**config.mk**
```make
export PLATFORM = sky130hd
export DESIGN_NAME = ip_config_loader
export DESIGN_NICKNAME = d
export VERILOG_FILES = /design/src/rtl/ip_config_loader.sv
export SDC_FILE = /design/constraint.sdc
export NUM_CORES = 1
export LEC_CHECK = 0
export CAP_MARGIN = 10
export CELL_PAD_IN_SITES_DETAIL_PLACEMENT = 1
export CELL_PAD_IN_SITES_GLOBAL_PLACEMENT = 2
export CORE_MARGIN = 10
export CORE_UTILIZATION = 33
export DETAILED_ROUTE_END_ITERATION = 12
export PLACE_DENSITY_LB_ADDON = 0.12
export SYNTH_ARGS = -nofsm -noshare
export SYNTH_HDL_FRONTEND = slang
export SYNTH_SLANG_ARGS = --single-unit
```
**constraint.sdc**
```tcl
create_clock -name aclk -period 3.9 [get_ports aclk]
set_clock_uncertainty 0.15 [all_clocks]
set_input_delay 0.585 -clock aclk [delete_from_list [all_inputs] [get_ports aclk]]
set_output_delay 0.585 -clock aclk [all_outputs]
set_load 0.02 [all_outputs]
```
**src/rtl/ip_config_loader.sv**
```systemverilog
// Loads IP/gateway/subnet/MAC from an 18-byte AXI-Stream frame and commits it atomically one cycle after tlast.
// Always ready outside reset (no backpressure); short or long frames pulse cfg_error and leave outputs untouched.
module ip_config_loader #(
  parameter logic [31:0] C_DEFAULT_IP      = 32'h0,
  parameter logic [31:0] C_DEFAULT_GATEWAY = 32'h0,
  parameter logic [31:0] C_DEFAULT_SUBNET  = 32'h0,
  parameter logic [47:0] C_DEFAULT_MAC     = 48'h0
) (
  input  logic        aclk,
  input  logic        aresetn,
  input  logic [7:0]  s_axis_tdata,
  input  logic        s_axis_tvalid,
  output logic        s_axis_tready,
  input  logic        s_axis_tlast,
  output logic [31:0] ip,
  output logic [31:0] gateway,
  output logic [31:0] subnet,
  output logic [47:0] mac,
  output logic [47:0] mac_big,
  output logic        cfg_valid,
  output logic        cfg_error,
  output logic        cfg_loaded
);

  localparam logic [0:0] RECV  = 1'b0;
  localparam logic [0:0] DRAIN = 1'b1;
  localparam logic [4:0] LAST_IDX = 5'd17;

  logic [0:0]   state;
  logic [4:0]   cnt;
  // Bytes 0..16 shift in here; byte 17 is taken straight from the bus on commit.
  logic [135:0] shadow;
  logic         beat;

  assign s_axis_tready = aresetn;
  assign beat          = s_axis_tvalid && s_axis_tready;

  assign mac_big = {mac[7:0], mac[15:8], mac[23:16], mac[31:24], mac[39:32], mac[47:40]};

  always_ff @(posedge aclk) begin
    if (!aresetn) begin
      state      <= RECV;
      cnt        <= 5'd0;
      shadow     <= '0;
      ip         <= C_DEFAULT_IP;
      gateway    <= C_DEFAULT_GATEWAY;
      subnet     <= C_DEFAULT_SUBNET;
      mac        <= C_DEFAULT_MAC;
      cfg_valid  <= 1'b0;
      cfg_error  <= 1'b0;
      cfg_loaded <= 1'b0;
    end else begin
      cfg_valid <= 1'b0;
      cfg_error <= 1'b0;
      if (beat) begin
        case (state)
          RECV: begin
            shadow <= {shadow[127:0], s_axis_tdata};
            if (s_axis_tlast) begin
              cnt <= 5'd0;
              if (cnt == LAST_IDX) begin
                ip         <= shadow[135:104];
                gateway    <= shadow[103:72];
                subnet     <= shadow[71:40];
                mac        <= {shadow[39:0], s_axis_tdata};
                cfg_valid  <= 1'b1;
                cfg_loaded <= 1'b1;
              end else begin
                cfg_error <= 1'b1;
              end
            end else if (cnt == LAST_IDX) begin
              state <= DRAIN;
              cnt   <= 5'd0;
            end else begin
              cnt <= cnt + 5'd1;
            end
          end
          default: begin
            if (s_axis_tlast) begin
              cfg_error <= 1'b1;
              state     <= RECV;
              cnt       <= 5'd0;
            end
          end
        endcase
      end
    end
  end

endmodule

```
## Yosys cells after proc, flatten, opt, wreduce, memory -nomap -nowiden

Index checks and enable logic that the tools add are counted.

| word-level totals | value |
|---|---|
| bits in registers | 289 |
| bits of input ports | 12 |
| output and inout bits | 196 |
| word-level logic and storage cells | 35 |

| cells by class | value |
|---|---|
| add/subtract/negate cells | 1 |
| equal/unequal tests | 2 |
| muxes and demuxes | 12 |
| bitwise gates (word level) | 4 |
| reduce and logical (&&, ||, !) cells | 6 |

Operators with widths:

| cell | number |
|---|---|
| two-way mux 5 bit | 4 |
| two-way mux 1 bit | 8 |
| AND reduction 2 bit | 3 |
| adder 5 x 1 -> 5 bit (second input constant) | 1 |
| equality test 5 bit (second input constant) | 1 |
| inverter 1 bit | 4 |
| AND reduction 4 bit | 1 |
| OR reduction 4 bit | 1 |
| != test 2 bit (second input constant) | 1 |
| logical AND 1 bit | 1 |

## Longest topological paths before layout

Gate-level depths: netlist (run 1).

| logic depth | value |
|---|---|
| depth after elaboration | 4 |
| gate-level depth with buffers | 8 |
| depth with buffers taken out | 5 |

## Worst setup path after synthesis (run 1)

No wires, ideal clock.

| timing path | value |
|---|---|
| path type | input -> register |
| start | input port s_axis_tvalid |
| end | register gateway[0] |
| arrival time | 1.495 ns |
| required time | 3.630 ns |
| path slack | 2.135 ns |
| stages on the path | 6 |
| path buffers | 3 |
| cells stage by stage | buf_2 -> nand4b_2 -> buf_2 -> buf_2 -> o21ai_0 -> a21boi_1 |

| on the way | value |
|---|---|
| longest elaborated chain between the ends | 2 |

Ends and longest elaborated chain:

| element | RTL line | RTL |
|---|---|---|
| start: declaration | 12 | `input logic s_axis_tvalid,` |
| logical AND 1 bit | 36 | `assign beat = s_axis_tvalid && s_axis_tready;` |
| AND reduction 4 bit (no source line) | n/a |  |
| end signal: assignment | 63 | `gateway <= shadow[103:72];` |
| end: declaration | 16 | `output logic [31:0] gateway,` |

Every way passes these cells.
A chain may end at the register's enable or synchronous reset.

## Final worst setup path (run 1)

| timing path | value |
|---|---|
| start | input port s_axis_tvalid |
| end | register mac[7] |

| on the way | value |
|---|---|
| longest elaborated chain between the ends | 2 |

Ends and longest elaborated chain:

| element | RTL line | RTL |
|---|---|---|
| logical AND 1 bit | 36 |  |
| AND reduction 4 bit (no source line) | n/a |  |
| end signal: assignment | 65 | `mac <= {shadow[39:0], s_axis_tdata};` |
| end: declaration | 18 | `output logic [47:0] mac,` |

Every way passes these cells.

==> results.md, run 1 <==
- Crit-path slowest cell: clkdlybuf4s50_1
- # DRC: 0
- Final Hold Fails: 0
- Syn Std Cell Area: 11,300 um^2
- Reg2Reg Setup Slack: 1420 ps
- Leakage: 0.00540 uW
- Avg Cell Area, Syn: 8.38 um^2
- NetSw: 1400 uW
- Sink Count: 289
- Worst hold slack: 276 ps
- Placer congestion estimate: 0.710
- R2r startpoint: cnt[0]
- WP data required: 4130 ps
- Row Count: 67
- Crit. End Element: register
- Antenna violations before repair: 0
- Number of synthesis warnings: 0
- CP Data Arrival Time: 2730 ps
- Post-CTS resize count: 0
- Worst-path cell chain: clkdlybuf4s50_1 > nand4b_4 > buf_4 > o21ai_0 > a21boi_1
- Critical Path Source: s_axis_tvalid
- Pwr Density: 439 nW/um^2
- Diodes inserted: 0
- R2R depth: 5
- Top Ports: 208
- RSZ-0062 raised after global routing: no
- Crit path to: mac[7]
- Syn Nets: 1,357
- Wirelength per Cell: 18.6 um
- GRT Util Overall: 16.6%
- Post-DP HPWL: 21,700 um
- Core Box Area: 33,600 um^2
- Register area: 5790 um^2
- Hold_buf cts: 0
- Count of different cell masters after synthesis: 30
- Crit Path Class: input pin to register
- CTS tree: built
- Final setup TNS: 0 ps
- Gate power share: 3.4%
- Full die area: 41,900 um^2
- Max VDD drop: 0.000286 V
- Final period utilization: 64.1%
- Pint: 4890 uW
- Max-Cap Viols: 0
- CTS max path bufs: 3
- Clock latency on the worst-skew pair: 510 ps
- Via count: 9,594
- #FFs+latches synth: 289
- DRT antenna net count: 0
- Core Util, Final: 42.6%
- Fill cells: 3,921
- Effective utilization at floorplan: 33.5%
- Switching Share: 22.3%
- Worst hold-check path type: input pin to register
- Least-Margin Pin Slew: 995 ps
- Sequential fraction of the synthesis area: 51.4%
- Crit path launch type: input pin
- Seq pwr share: 47.4%
- Max transition margin: 33.6%
- Number of global-route vias before repair: 9,908
- Fmax: 400 MHz
- Die X: 205 um
- First-pass GRT wire length: 56,800 um
- 1st-pass router iterations: 4
- Reg clk slew, reported paths: 60 ps
- # port buffers: 207
- Largest net degree at the start of global routing: 186
- Final wirelength: 35,400 um
- Status: completed
- Worst setup margin: 1400 ps
- Dpl cell area: 13,200 um^2
- CP peak stage delay: 700 ps
- Cells after Synth: 1,343
- Area of the multi-input gates: 4530 um^2
- CTS H-tree depth: 2
- RR Endpoint: gateway[9]
- Area Growth Syn to Fin: 27.3%
- Post-DR vias/cell: 5.04
- Clock power share: 49.1%
- CTS Buf Count: 35
- Min cycle time layout: 2500 ps
- Setup violations, final: 0
- Total grt overflow: 0
- CTS root buf: clkbuf_16
- Post-Layout Inst Area: 14,300 um^2
- Setup Buffers After CTS: 0
- Max-slew violations: 0
- Nets: 1,446
- Place WS: 802 ps
- Share of layout cells above drive strength 1: 5.01%
- Die Y: 205 um
- Iter 0 DRT Violations: 608
- Worst-path fanout max: 49
placed cells by master (no fill, tap or decap), types with 3 or more instances in the layout:
cell,instances
a21boi_1,146
buf_12,11
buf_4,9
clkbuf_1,14
clkbuf_16,37
clkbuf_8,7
clkdlybuf4s50_1,206
clkinv_2,3
dfxtp_1,289
nand2_1,276
nand3_1,283
nand3b_1,3
nor2_1,3
o21ai_0,146
registers in the layout, summed over array words and instances (netlist names):
register / flops
shadow: 136
mac: 48
gateway: 32
ip: 32
subnet: 32
cnt: 5
cfg_error: 1
cfg_loaded: 1
cfg_valid: 1
state: 1
cell type report:
class                           instances  area share (%)
Tap cell                              448            3.91
Clock buffer                           57            7.40
Sequential cell                       289            40.4
Multi-Input combinational cell        877            31.6
Clock inverter                          4           0.166
Timing Repair Buffer                  227            16.5
Inverter                                2          0.0524
Yosys cell counts:
master       n  area share [%]
dfxtp_1    289              51
clkbuf_1    58             1.9
buf_4       64             4.3
o21a_1       1           0.067
buf_1       10            0.33
o21ai_0    146             6.5
nor2b_1      2            0.11
nand4b_2     1            0.13
a21boi_1   146             9.7
nor2_1       3            0.10
a31o_1       1           0.078
buf_2       41             1.8
and3b_1      1           0.078
clkbuf_2     1           0.044
o2111a_1     1            0.10
nand4bb_4    1            0.24
a21oi_1      1           0.044
o22ai_1      2            0.11
inv_1        2           0.067
xor2_1       2            0.16
and4bb_1     1            0.11
nand3b_1     3            0.20
nor3b_1      1           0.067
nand2_1    276             9.2
and3_1       1           0.056
o211ai_1     1           0.067
and4b_1      1           0.089
buf_6        1            0.10
ha_1         2            0.22
nand3_1    283              13
worst min path at each step:
stage,start,endpoint,slack [ps],cells past startpoint
2_1_floorplan,shadow[120],shadow[128],280,2
3_3_place_gp,shadow[125],shadow[133],290,2
4_1_cts,aresetn,cnt[0],260,2
5_1_grt,aresetn,cnt[1],260,2
3_5_place_dp,shadow[88],shadow[96],300,2
6_report,aresetn,cnt[0],280,2
metrics by stage:
step | std cells | total power (uW)
floorplan | 1343 | 3190
global placement | 1843 | 3270
detailed placement | 1843 | 3270
CTS | 1904 | 6380
global route | 1904 | 6530
finish | 1904 | 6290
power groups by stage:
stage | registers, uW | clock network, uW | logic [uW]
floorplan | 3040 | 0 | 144
global placement | 3050 | 0 | 221
detailed placement | 3050 | 0 | 220
CTS | 2980 | 3180 | 220
global route | 2980 | 3300 | 239
finish | 2980 | 3090 | 216
metal layers:
layer	track usage (%)	wire, um	share of wire (%)	vias up
met5	0	0	0	-
met1	22.1	16800	48	4712
met4	3.94	498	1.4	0
met2	25.8	16000	45	151
met3	4.75	2100	5.9	45
li1	-	-	-	4686
critical path: cells and delay by family:
family	cells	cell delay, ps
buffers and inverters	2	1170
AND/OR/NAND/NOR	1	690
AO/OA/AOI/OAI	2	280
cells by family after synthesis:
family	count (synthesis)	share of synthesized area [%]
buffers and inverters	177	8.57
AOI/OAI and AO/OA	299	16.7
DFF	289	51.4
xor gates and xnor gates	2	0.156
and+or+nand+nor	574	23.0
adders and majority gates	2	0.222
Power figures use the tool's default switching activity.
==> run 2: changes to the inputs <==
CORE_UTILIZATION = 31   (was 33)
clock period = 2.4 ns   (was 3.9 ns; I/O delays follow)
==> run 2 against run 1 <==
Compared with the run above:
- worst hold slack worse by 120 ps
- utilization down 2.3 points
- worst setup slack worse by 1100 ps
- flip-flop and latch count unchanged
- clock power up 64%
- critical path type is now register to output port
- critical endpoint is now mac_big[24]
- highest routed layer is now met5
==> results.md, run 2 (synthesized netlist as in run 1, its figures left out) <==
- Total grt overflow: 0
- Area of the multi-input gates: 4530 um^2
- CTS root buf: clkbuf_16
- Worst setup margin: 314 ps
- Core Box Area: 35,700 um^2
- Worst-path fanout max: 3
- Iter 0 DRT Violations: 412
- Placer congestion estimate: 0.709
- Leakage: 0.00543 uW
- Post-CTS resize count: 0
- Antenna violations before repair: 2
- Max transition margin: 48.9%
- Max VDD drop: 0.000369 V
- R2R depth: 5
- Die Y: 211 um
- # port buffers: 207
- Row Count: 69
- Wirelength per Cell: 18.8 um
- CTS max path bufs: 3
- R2r startpoint: cnt[0]
- Crit path to: mac_big[24]
- Max-Cap Viols: 0
- Worst hold-check path type: input pin to register
- Number of global-route vias before repair: 9,834
- Post-DP HPWL: 22,100 um
- WP data required: 1890 ps
- Place WS: 191 ps
- Post-DR vias/cell: 5.01
- Final wirelength: 36,000 um
- Sink Count: 289
- Largest net degree at the start of global routing: 159
- Nets: 1,449
- Top Ports: 208
- Fmax: 479 MHz
- Status: completed
- Most common cell after layout, fill and taps aside: dfxtp_1
- CTS tree: built
- RSZ-0062 raised after global routing: no
- Crit-path slowest cell: clkdlybuf4s50_1
- Via count: 9,590
- First-pass GRT wire length: 57,800 um
- # DRC: 0
- Largest registers: shadow: 136 flops, mac: 48 flops
- Final period utilization: 86.9%
- Critical Path Source: mac[16]
- Reg2Reg Setup Slack: 580 ps
- Final setup TNS: 0 ps
- DRT antenna net count: 0
- Share of layout cells above drive strength 1: 5.15%
- Final Hold Fails: 0
- GRT Util Overall: 15.8%
- Dpl cell area: 13,300 um^2
- Most frequent cells in the layout: dfxtp_1, nand3_1, nand2_1, clkdlybuf4s50_1
- Max-slew violations: 0
- Least-Margin Pin Slew: 766 ps
- Worst-path cell chain: clkdlybuf4s50_1
- Hold_buf cts: 0
- Die X: 211 um
- Critical Path Stages: 1
- Setup Buffers After CTS: 0
- Reg with most FFs: shadow
- Effective utilization at floorplan: 31.5%
- RR Endpoint: ip[26]
- Max reg flops: 136
- Crit. End Element: output port
- Full die area: 44,300 um^2
- CTS Buf Count: 35
- Crit path launch type: register
- Finished Layout Cells: 1,916
- Crit Path Class: register to output port
- Pwr Density: 713 nW/um^2
- Fill cells: 4,221
- CP peak stage delay: 660 ps
- 1st-pass router iterations: 4
- Placed insts: 1,859
- Clock latency on the worst-skew pair: 500 ps
- CP Data Arrival Time: 1580 ps
- CTS H-tree depth: 2
- Min cycle time layout: 2090 ps
- Post-Layout Inst Area: 14,400 um^2
- Setup violations, final: 0
- Core Util, Final: 40.4%
- CP delay by family, top: buffers and inverters
- Register area: 5790 um^2
- Area Growth Syn to Fin: 28.1%
- CP bufs+invs: 1
- Reg clk slew, reported paths: 60 ps
- Diodes inserted: 0
## run 2: metrics by stage
stage	total power, uW	hold slack (ps)
after detailed placement	5320	296
final	10300	161
after global routing	10800	170
after CTS	10500	152
after floorplan	5180	282
after global placement	5320	297
## run 2: cell type report
type                            instances  area share [%]
Tap cell                              461            4.00
Multi-Input combinational cell        877            31.4
Timing Repair Buffer                  230            16.9
Sequential cell                       289            40.1
Inverter                                2          0.0520
Clock buffer                           54            7.28
Clock inverter                          3           0.278
## run 2: power breakdown
group | total, uW | leakage [uW] | switching (uW) | internal [uW]
registers | 4850 | 0.00233 | 22.3 | 4820
logic | 359 | 0.00257 | 249 | 110
clock network | 5080 | 0.000534 | 1990 | 3090
total | 10300 | 0.00543 | 2260 | 8030
## run 2: routing by layer
metal | vias up | global-route usage (%) | wire length (um)
met5 | - | 0 | 25
met3 | 41 | 4.30 | 2220
met1 | 4695 | 21.3 | 17000
li1 | 4688 | - | -
met4 | 4 | 3.50 | 481
met2 | 162 | 24.6 | 16300
## run 2: worst min path at each step
stage / startpoint / to / slack, ps / cells past startpoint
finish: aresetn / ip[20] / 160 / 2
global route: aresetn / ip[19] / 170 / 2
CTS: aresetn / ip[20] / 150 / 2
detailed placement: shadow[32] / shadow[40] / 300 / 2
global placement: shadow[129] / shadow[129] / 300 / 2
floorplan: shadow[120] / shadow[128] / 280 / 2
